==> config.mk <==
export PLATFORM = sky130hd
export DESIGN_NAME = acl_spi_responder
export DESIGN_NICKNAME = d
export VERILOG_FILES = /design/src/rtl/acl_spi_responder.sv
export SDC_FILE = /design/constraint.sdc
export NUM_CORES = 1
export LEC_CHECK = 0
export ABC_AREA = 1
export BUFFER_PORTS_ARGS = -buffer_cell sky130_fd_sc_hd__buf_2
export CAP_MARGIN = 20
export CELL_PAD_IN_SITES_DETAIL_PLACEMENT = 0
export CELL_PAD_IN_SITES_GLOBAL_PLACEMENT = 1
export CORE_UTILIZATION = 42
export DETAILED_ROUTE_END_ITERATION = 10
export MAX_ROUTING_LAYER = met4
export PLACE_DENSITY = 0.75
export SYNTH_ARGS = -nofsm -noshare
export SYNTH_HDL_FRONTEND = slang
export SYNTH_SLANG_ARGS = --single-unit
==> constraint.sdc <==
create_clock -name CLK100MHZ -period 2.2 [get_ports CLK100MHZ]
set_clock_uncertainty 0.05 [all_clocks]
set_input_delay 0.33 -clock CLK100MHZ [delete_from_list [all_inputs] [get_ports CLK100MHZ]]
set_output_delay 0.33 -clock CLK100MHZ [all_outputs]
set_load 0.005 [all_outputs]
==> src/rtl/acl_spi_responder.sv <==
// acl_spi_responder: behavioural-synthesizable ADXL362-style SPI slave (mode 0, MSB first).
// Commands: 0x0A write, 0x0B read, then address byte and auto-incrementing data bytes.
// The 64-byte map holds the ID constants, the X/Y/Z sample registers and read/write control registers 0x20-0x2E.
// Define ACL_RESP_STATUS_EN to add the STATUS register (DATA_READY in bit 0) at 0x0B.
module acl_spi_responder #(
  parameter int unsigned SYNC_STAGES = 2,
  parameter logic [7:0]  DEVID_AD    = 8'hAD,
  parameter logic [7:0]  DEVID_MST   = 8'h1D,
  parameter logic [7:0]  PARTID      = 8'hF2
) (
  input  logic       CLK100MHZ,
  input  logic       rst,
  input  logic       sclk,
  input  logic       cs_n,
  input  logic       mosi,
  output logic       miso,
  input  logic [7:0] x_data,
  input  logic [7:0] y_data,
  input  logic [7:0] z_data,
  input  logic       data_valid,
  output logic [7:0] power_ctl,
  output logic       measure_on,
  output logic       wr_strobe,
  output logic       txn_done
);

  localparam int unsigned BYTE_W   = 8;
  localparam int unsigned ADDR_W   = 6;
  localparam int unsigned CNT_W    = 3;
  localparam int unsigned RW_SLOTS = 16;

  localparam logic [BYTE_W-1:0] CMD_WRITE = 8'h0A;
  localparam logic [BYTE_W-1:0] CMD_READ  = 8'h0B;
  localparam logic [ADDR_W-1:0] RW_BASE   = 6'h20;
  localparam logic [ADDR_W-1:0] RW_LAST   = 6'h2E;
  localparam logic [ADDR_W-1:0] PWR_ADDR  = 6'h2D;
  localparam logic [ADDR_W-1:0] Z_ADDR    = 6'h0A;

  typedef enum logic [2:0] {
    ST_IDLE,
    ST_CMD,
    ST_ADDR,
    ST_RDATA,
    ST_WDATA,
    ST_IGNORE
  } state_t;

  state_t state;
  state_t state_nxt;

  logic [SYNC_STAGES-1:0] sclk_sync;
  logic [SYNC_STAGES-1:0] cs_sync;
  logic [SYNC_STAGES-1:0] mosi_sync;
  logic sclk_s;
  logic cs_s;
  logic mosi_s;
  logic sclk_d;
  logic cs_d;
  logic sclk_rise;
  logic sclk_fall;
  logic cs_rise;
  logic cs_fall;

  logic [CNT_W-1:0]  bit_cnt;
  logic [BYTE_W-2:0] rx_sh;
  logic [BYTE_W-1:0] rx_byte;
  logic              byte_rx;
  logic              is_read;
  logic [ADDR_W-1:0] ptr;
  logic [ADDR_W-1:0] ptr_inc;
  logic [BYTE_W-1:0] tx_sh;

  logic [ADDR_W-1:0] rd_addr;
  logic [BYTE_W-1:0] rd_val;
  logic [BYTE_W-1:0] status_val;

  logic [BYTE_W-1:0] rw_regs [RW_SLOTS];
  logic [BYTE_W-1:0] x_reg;
  logic [BYTE_W-1:0] y_reg;
  logic [BYTE_W-1:0] z_reg;
  logic [BYTE_W-1:0] x_pend;
  logic [BYTE_W-1:0] y_pend;
  logic [BYTE_W-1:0] z_pend;
  logic              pend_valid;
  logic              apply_new;
  logic              apply_pend;
  logic              sample_apply;
  logic              ptr_writable;

  // FSM control strobes
  logic cnt_clr;
  logic shift_en;
  logic set_cmd;
  logic load_ptr;
  logic rd_load_first;
  logic rd_next;
  logic tx_shift;
  logic wr_commit;
  logic wr_next;
  logic miso_clr;

  assign sclk_s    = sclk_sync[SYNC_STAGES-1];
  assign cs_s      = cs_sync[SYNC_STAGES-1];
  assign mosi_s    = mosi_sync[SYNC_STAGES-1];
  assign sclk_rise = sclk_s & ~sclk_d;
  assign sclk_fall = ~sclk_s & sclk_d;
  assign cs_rise   = cs_s & ~cs_d;
  assign cs_fall   = ~cs_s & cs_d;

  assign rx_byte      = {rx_sh, mosi_s};
  assign byte_rx      = sclk_rise && (bit_cnt == CNT_W'(7));
  assign ptr_inc      = ptr + ADDR_W'(1);
  assign ptr_writable = (ptr >= RW_BASE) && (ptr <= RW_LAST);
  assign power_ctl    = rw_regs[PWR_ADDR[3:0]];

  // Synchronize the asynchronous SPI inputs and keep one delayed copy for edge detection
  always_ff @(posedge CLK100MHZ) begin
    if (rst) begin
      sclk_sync <= '0;
      cs_sync   <= '1;
      mosi_sync <= '0;
      sclk_d    <= 1'b0;
      cs_d      <= 1'b1;
    end else begin
      sclk_sync <= {sclk_sync[SYNC_STAGES-2:0], sclk};
      cs_sync   <= {cs_sync[SYNC_STAGES-2:0], cs_n};
      mosi_sync <= {mosi_sync[SYNC_STAGES-2:0], mosi};
      sclk_d    <= sclk_s;
      cs_d      <= cs_s;
    end
  end

  // FSM state register
  always_ff @(posedge CLK100MHZ) begin
    if (rst) begin
      state <= ST_IDLE;
    end else begin
      state <= state_nxt;
    end
  end

  // FSM next state: chip-select release returns to IDLE from anywhere
  always_comb begin
    state_nxt = state;
    if (cs_rise) begin
      state_nxt = ST_IDLE;
    end else begin
      case (state)
        ST_IDLE: if (cs_fall) state_nxt = ST_CMD;
        ST_CMD: begin
          if (byte_rx) begin
            if ((rx_byte == CMD_READ) || (rx_byte == CMD_WRITE)) state_nxt = ST_ADDR;
            else                                                 state_nxt = ST_IGNORE;
          end
        end
        ST_ADDR: if (byte_rx) state_nxt = is_read ? ST_RDATA : ST_WDATA;
        default: ;
      endcase
    end
  end

  // FSM outputs: per-state datapath strobes, all suppressed on chip-select release
  always_comb begin
    cnt_clr       = 1'b0;
    shift_en      = 1'b0;
    set_cmd       = 1'b0;
    load_ptr      = 1'b0;
    rd_load_first = 1'b0;
    rd_next       = 1'b0;
    tx_shift      = 1'b0;
    wr_commit     = 1'b0;
    wr_next       = 1'b0;
    miso_clr      = 1'b0;
    if (cs_rise) begin
      miso_clr = 1'b1;
    end else begin
      case (state)
        ST_IDLE: begin
          cnt_clr  = cs_fall;
          miso_clr = 1'b1;
        end
        ST_CMD: begin
          shift_en = sclk_rise;
          set_cmd  = byte_rx;
        end
        ST_ADDR: begin
          shift_en      = sclk_rise;
          load_ptr      = byte_rx;
          rd_load_first = byte_rx && is_read;
        end
        ST_RDATA: begin
          shift_en = sclk_rise;
          tx_shift = sclk_fall;
          rd_next  = byte_rx;
        end
        ST_WDATA: begin
          shift_en  = sclk_rise;
          wr_commit = byte_rx && ptr_writable;
          wr_next   = byte_rx;
        end
        ST_IGNORE: miso_clr = 1'b1;
        default:   miso_clr = 1'b1;
      endcase
    end
  end

  // Read address: the freshly received address on entry to RDATA, otherwise the next pointer
  assign rd_addr = load_ptr ? rx_byte[ADDR_W-1:0] : ptr_inc;

  // Register map read mux
  always_comb begin
    rd_val = 8'h00;
    if ((rd_addr >= RW_BASE) && (rd_addr <= RW_LAST)) begin
      rd_val = rw_regs[rd_addr[3:0]];
    end else begin
      case (rd_addr)
        6'h00:   rd_val = DEVID_AD;
        6'h01:   rd_val = DEVID_MST;
        6'h02:   rd_val = PARTID;
        6'h08:   rd_val = x_reg;
        6'h09:   rd_val = y_reg;
        6'h0A:   rd_val = z_reg;
        6'h0B:   rd_val = status_val;
        default: rd_val = 8'h00;
      endcase
    end
  end

  // Serial datapath: bit counter, receive shifter, pointer, transmit shifter and miso
  always_ff @(posedge CLK100MHZ) begin
    if (rst) begin
      bit_cnt  <= '0;
      rx_sh    <= '0;
      is_read  <= 1'b0;
      ptr      <= '0;
      tx_sh    <= '0;
      miso     <= 1'b0;
      txn_done <= 1'b0;
    end else begin
      txn_done <= cs_rise && (state != ST_IDLE);
      if (cnt_clr)       bit_cnt <= '0;
      else if (shift_en) bit_cnt <= bit_cnt + CNT_W'(1);
      if (shift_en) rx_sh <= rx_byte[BYTE_W-2:0];
      if (set_cmd)  is_read <= (rx_byte == CMD_READ);
      if (load_ptr)                ptr <= rx_byte[ADDR_W-1:0];
      else if (rd_next || wr_next) ptr <= ptr_inc;
      // The first byte's MSB goes out at once; later bytes present their MSB on the following fall
      if (rd_load_first) begin
        tx_sh <= rd_val;
        miso  <= rd_val[BYTE_W-1];
      end else if (rd_next) begin
        tx_sh <= rd_val;
      end else if (tx_shift) begin
        miso  <= tx_sh[BYTE_W-1];
        tx_sh <= {tx_sh[BYTE_W-2:0], 1'b0};
      end
      if (miso_clr) miso <= 1'b0;
    end
  end

  // Writable control registers and write strobe
  always_ff @(posedge CLK100MHZ) begin
    if (rst) begin
      for (int i = 0; i < int'(RW_SLOTS); i++) rw_regs[i] <= '0;
      wr_strobe  <= 1'b0;
      measure_on <= 1'b0;
    end else begin
      wr_strobe <= wr_commit;
      if (wr_commit) begin
        rw_regs[ptr[3:0]] <= rx_byte;
        if (ptr == PWR_ADDR) measure_on <= (rx_byte[1:0] == 2'b10);
      end
    end
  end

  // Samples go straight in while deselected; otherwise the latest is parked until cs_n rises
  assign apply_new    = data_valid && cs_s;
  assign apply_pend   = cs_rise && pend_valid && !data_valid;
  assign sample_apply = apply_new || apply_pend;

  // Sample registers and pending sample
  always_ff @(posedge CLK100MHZ) begin
    if (rst) begin
      x_reg      <= '0;
      y_reg      <= '0;
      z_reg      <= '0;
      x_pend     <= '0;
      y_pend     <= '0;
      z_pend     <= '0;
      pend_valid <= 1'b0;
    end else begin
      if (apply_new) begin
        x_reg <= x_data;
        y_reg <= y_data;
        z_reg <= z_data;
      end else if (apply_pend) begin
        x_reg <= x_pend;
        y_reg <= y_pend;
        z_reg <= z_pend;
      end
      if (data_valid && !cs_s) begin
        x_pend     <= x_data;
        y_pend     <= y_data;
        z_pend     <= z_data;
        pend_valid <= 1'b1;
      end else if (cs_rise) begin
        pend_valid <= 1'b0;
      end
    end
  end

`ifdef ACL_RESP_STATUS_EN
  logic data_ready;
  logic z_read;

  // DATA_READY: set by a sample, cleared when a burst that delivered ZDATA ends
  always_ff @(posedge CLK100MHZ) begin
    if (rst) begin
      data_ready <= 1'b0;
      z_read     <= 1'b0;
    end else begin
      if (cs_rise)                        z_read <= 1'b0;
      else if (rd_next && (ptr == Z_ADDR)) z_read <= 1'b1;
      if (sample_apply)            data_ready <= 1'b1;
      else if (cs_rise && z_read)  data_ready <= 1'b0;
    end
  end

  assign status_val = {7'b0, data_ready};
`else
  assign status_val = 8'h00;
`endif

endmodule

-- Yosys cells after proc, flatten, opt, wreduce, memory -nomap -nowiden
Memory sizes are Yosys's and may differ from the RTL's.
Index checks and enable logic that the tools add are counted.
- bits in registers: 89
- bits of input ports: 30
- memory bits (read-only): 0
- memories: 1
- output and inout port bits: 12
- RAM bits: 128
- latch bits: 0
- logic and storage cells: 139
- order comparisons: 4
- divide/modulo/power cells: 0
- shift-type cells: 0
- equality and inequality tests: 18
- bitwise gates (word level): 8
- add/sub/neg operators: 2
- mux-type cells: 53
- reduce and logical (&&, ||, !) cells: 31
- multipliers: 0
- memories (memory ; words ; width ; rd ports ; clocked after Yosys merged registers in ; write ports ; line ; source):
    rw_regs ; 16 ; 8 ; 2 ; 0 ; 16 ; 77 ; logic [BYTE_W-1:0] rw_regs [RW_SLOTS];
- operators with widths (cell ; count):
    $mux W8 ; 11
    $pmux W8 S6 ; 1
    $mux W1 ; 31
    $eq A6 B4 Y1 const B ; 3
    $mux W6 ; 3
    $eq A8 B4 Y1 const B ; 2
    $mux W3 ; 5
    $ge A6 B6 Y1 const B ; 2
    $le A6 B6 Y1 const B ; 2
    $logic_and A1 B1 Y1 ; 10
    $pmux W3 S3 ; 1
    $reduce_bool A3 Y1 ; 3
    $ne A2 B2 Y1 const B ; 4
    $reduce_bool A2 Y1 ; 4
    $reduce_or A8 Y1 ; 1
    $add A6 B1 Y6 const B ; 1
    $eq A3 B2 Y1 const B ; 2
    $eq A3 B3 Y1 const B ; 2
    $eq A6 B1 Y1 const B ; 1
    $eq A6 B2 Y1 const B ; 1
    $eq A6 B6 Y1 const B ; 1
    $logic_not A6 Y1 ; 1
    $reduce_or A2 Y1 ; 3
    $and A1 B1 Y1 ; 4
    11 further kinds ; 17

-- Longest topological paths before layout
- depth in word-level cells: 11
- mapped depth: 19
- gate-level depth less buffers: 17

-- Worst setup path after synthesis
Ideal clock, no wire load.
- path kind: register to register
- from: reg bit_cnt[0]
- to: mem rw_regs[0][0], enable pin
- setup slack: -0.051 ns
- stages on the path, launching flop included: 13
- data required time: 1.821 ns
- clock period less this slack: 2.251 ns
- setup time: 0.329 ns
- arrival time: 1.872 ns
- path buffers: 0
- path through: dfxtp_1 > ha_1 > ha_1 > nand3_2 > nor2_8 > nand3_1 > inv_1 > nand3_1 > nor2_1 > inv_1 > nor2_1 > nand2_1 > nand2_1
- RTL lines (what ; line ; source):
    start: declaration ; 64 ; logic [CNT_W-1:0] bit_cnt;
    start signal: assignment ; 242 ; else if (shift_en) bit_cnt <= bit_cnt + CNT_W'(1);
    end: declaration ; 77 ;

-- Worst setup path after layout
- from: reg bit_cnt[1]
- to: reg tx_sh[5]
- cells in the longest elaborated chain, start to end: 10
- elaborated cells between the ends (all ways): 25
- classes of those cells: order compare: 2; eq/ne: 6; mux: 11; reduce/logical: 5; memory: 1
- RTL lines (what ; line ; source):
    $eq A3 B3 Y1 * ; 111 ; assign byte_rx = sclk_rise && (bit_cnt == CNT_W'(7));
    $logic_and A1 B1 Y1 * ; 111 ;
    $mux W1 ; 177 ; case (state)
    $mux W1 ; 174 ; if (cs_rise) begin
    $mux W6 ; 208 ; assign rd_addr = load_ptr ? rx_byte[ADDR_W-1:0] : ptr_inc;
    $ge A6 B6 Y1, or another cell as far along ; 213 ; if ((rd_addr >= RW_BASE) && (rd_addr <= RW_LAST)) begin
    $logic_and A1 B1 Y1 or $pmux W8 S6 (tied branches) ; 213, 216 ;
    $mux W8 ; 213 ;
    $mux W8 ; 251 ; end else if (rd_next) begin
    $mux W8 ; 248 ; if (rd_load_first) begin
    end signal: assignment ; 249 ; tx_sh <= rd_val;
    end signal: assignment ; 252 ; tx_sh <= rd_val;
    end signal: assignment ; 255 ; tx_sh <= {tx_sh[BYTE_W-2:0], 1'b0};
    end: declaration ; 71 ; logic [BYTE_W-1:0] tx_sh;
Mark *: on every way between the ends. The rest lies on a longest branch, timed or not.
A chain may end at the register's enable or synchronous reset.

==> results by group <==
Synth
  – Count of cell types in the netlist: 40
  – Area leader, netlist: edfxtp_1
  – Summed instance area of the synthesized netlist: 0.0102 sq mm
  – Syn. warnings: 0
  – FF+latch count, synth: 217
  – Number of standard cells after synthesis: 1,237
  – Area share of the largest cell type after synthesis: 0.377
  – Flip-flop cell with the highest count after synthesis: edfxtp_1
  – Post-Syn Nets: 1,273
  – Sequential-to-total area share from yosys stat: 0.551
  – Share of synthesized registers carrying an async set or reset: 0
  – Main area contributors after synthesis: edfxtp_1 (38%), dfxtp_1 (17%), nand2_1 (13%)
  – Post-synth EDFFs: 128
  – Post-Syn Area per Cell: 8.25 sq um

Power
  – VDD IR-drop max: 0.000543 V
  – Design internal power: 7.23 mW
  – P_sw: 2.29 mW
  – Pleak: 5.23 nW
  – Sequential share of power: 0.481
  – Overall power of the completed layout: 9.52 mW
  – Clk pwr share: 0.429
  – Power density normalized to cell area: 730 mW/mm^2
  – Sw Share: 0.241
  – Share of power burned in combinational logic: 0.090

Worst setup path
  – Family with the most delay on the worst path: simple AND/OR/NAND/NOR gates
  – Capturing element of the worst setup path: tx_sh[5]
  – Delay of the slowest critical-path stage: 350 ps
  – Number of cells on the worst reg-to-reg path: 18
  – CP Cell Sequence: ha_4 -> ha_4 -> nand3_4 -> nor2_8 -> nand2_4 -> buf_8 -> nand2_2 -> o21ai_4 -> buf_12 -> nor2_8 -> inv_4 -> nor2_4 -> nand3_2 -> nand2_2 -> nor2_1 -> nand3_1 -> nand2_1 -> a21oi_2
  – Worst r2r dst: tx_sh[5]
  – Maximum fanout along the worst path: 8
  – Critical register-to-register path startpoint: bit_cnt[1]
  – Cell with the largest stage delay on the worst path: dfxtp_2
  – Path length in cells of the critical path: 18
  – Worst reg2reg setup slack: -270 ps
  – Critical Setup Path Class: register to register
  – CP Launch Type: register
  – Endpoint required time on the critical path: 2620 ps
  – Data arrival time at the worst-slack endpoint: 2890 ps
  – Worst Setup End Kind: register
  – Startpoint of the worst setup timing path: bit_cnt[1]
  – Worst path buffer plus inverter count: 3

Route
  – Total via count after detailed routing: 8,717
  – Met2 Routed Length: 13,400 um
  – Iteration-0 DRC count of the detailed router: 535
  – Overall routed net length: 28,900 um
  – Per-cell via count in the routed design: 5.07
  – Antenna-violating nets left: 0
  – DRT Pass-1 Iters: 5
  – Routed wl met3: 1140 um
  – Met1 layer wirelength in the final routing: 13,700 um
  – Final routed DRC violation total: 0
  – Max layer used: met4
  – Detailed-route wire length per cell: 16.8 um

Clocking
  – Clock latency on the worst-skew pair: 530 ps
  – CTS Buffer Depth: 3
  – Clock Pin Slew Worst Setup and Hold Paths: 60 ps
  – Clock tree from TritonCTS: yes
  – Clock tree sinks: 217
  – Maximum level of the CTS H-tree: 1
  – Clock root buffer master: clkbuf_16
  – Inserted Clock Buffers: 24

Floorplanning
  – Height of the die: 158 um
  – I/O pin total: 42
  – Initial core utilization: 0.431
  – Rows: 56
  – Core Box Area: 0.0237 sq mm
  – Die span in x: 158 um
  – Die area: 0.0249 sq mm

Global route
  – Maximum number of pins on one net before global-route repair: 53
  – Grt total ovfl: 0
  – Vias in the first global route: 8,141
  – First-pass GRT wire length: 44,800 um
  – Overall Global Routing Usage: 0.244
  – Number of antenna violations at the first check in global routing: 0

Final layout
  – Largest reg by FF count: rw_regs
  – Area growth syn-to-layout: 27.8%
  – Ant. Diodes: 0
  – Layout cells sized above 1: 0.243
  – Number of flip-flops under the largest register name: 128
  – Final layout net count: 1,418

Hold path
  – Kind of path behind the tightest hold check: primary input to register
  – Hold Crit Depth: 3

STA
  – Least-Margin Pin Slew: 587 ps
  – Final hold vios: 0
  – RSZ-0062 raised after global routing: true
  – Post-layout min period: 2470 ps
  – Period utilisation layout: 1.12
  – Headroom to the max-slew limit: 0.607
  – Final setup violation count: 140
  – Worst Hold Slack: 23.1 ps
  – Number of max-slew violations in the final report: 0
  – Post-route setup slack: -271 ps
  – Peak Freq: 405 MHz

Status
  – Run status: finished, violations left
  – Failing checks: negative setup slack

Place
  – Buffers added on ports: 41
  – Final HPWL from detailed placement: 19,600 um
  – Routability Congestion: 0.854

Run
  – Count of max-cap constraint violations: 0
-- per-stage QoR --
stage / TNS (ps) / cell area, sq um / setup WS [ps] / std cells / util
after global routing: -42160 / 13000 / -430 / 1719 / 0.551
after CTS: -14190 / 12800 / -247 / 1709 / 0.540
after detailed placement: -46660 / 11600 / -423 / 1651 / 0.491
after global placement: -45780 / 11600 / -382 / 1651 / 0.491
final: -12810 / 13000 / -271 / 1719 / 0.551
after floorplan: -2580 / 10300 / -27.0 / 1237 / -
-- placed cells by master (no fill, tap or decap), drive strengths merged, types with 5 or more instances in the layout --
cell type / instances
a21oi: 30
a31oi: 24
buf: 175
clkbuf: 30
clkinv: 17
dfxtp: 89
dlygate4sd3: 5
edfxtp: 128
ha: 6
inv: 64
nand2: 357
nand3: 102
nand4: 10
nor2: 241
nor3: 8
o21ai: 93
-- synthesized netlist by cell type (all sizes together) (8+ instances only) --
master,instances
nor3,8
nand4,10
o21ai,93
dfxtp,89
edfxtp,128
inv,64
buf,22
a21oi,30
nand3,102
a31oi,24
clkbuf,40
nand2,357
nor2,240
-- worst min-delay path by stage --
stage                      start           end  slack, ps
CTS                    x_data[1]     x_pend[1]          3
floorplan           mosi_sync[0]  mosi_sync[1]        340
global route           x_data[0]     x_pend[0]         30
detailed placement    cs_sync[0]    cs_sync[1]        340
global placement    sclk_sync[0]  sclk_sync[1]        340
finish                 y_data[4]     y_pend[4]         20
-- tightest hold or removal path, delay by kind of cell --
kind | cells | cell delay [ps]
buf+inv | 1 | 90
simple gates | 1 | 70
compound gates | 1 | 70
-- repair_timing --
item | 4_1_cts | 5_1_grt
endpoints found under the hold margin | 5 | 0
hold buffers | 5 | 0
resized for setup | 72 | 52
pin swaps | 15 | 23
buffers inserted | 8 | 10
setup endpoints to repair | 240 | 265
gates cloned | 1 | 0
-- layout make-up --
type / instances / area (sq um)
clock buffers: 30 / 643
clock inverters: 14 / 155
fillers: 2241 / 10600
inverters: 71 / 277
multi-input cells: 888 / 4350
flip-flops and latches: 217 / 5630
well taps: 319 / 399
repair buffers: 180 / 1600
-- per-layer routing --
metal	vias up	global-route usage
met5	-	-
met4	0	0.0656
met3	53	0.0260
met2	186	0.385
met1	4107	0.333
li1	4371	-
-- kinds of logic (layout without fill, tap and decap cells) --
family | Yosys count | count (layout) | share of synthesized area
adders and majority gates | 6 | 6 | 0.00736
buffers and inverters | 133 | 295 | 0.0555
xor gates and xnor gates | 3 | 3 | 0.00257
and+or+nand+nor | 725 | 726 | 0.299
DFF | 217 | 217 | 0.551
AOI/OAI and AO/OA | 153 | 153 | 0.0841
-- power groups by stage --
stage	clock network [mW]	registers [mW]	logic, mW
after global routing	4.31	4.60	0.954
final	4.09	4.58	0.855
after CTS	4.17	4.58	0.850
after detailed placement	0	4.67	0.826
after global placement	0	4.66	0.826
after floorplan	0	4.64	0.475
Power figures use the tool's default switching activity.
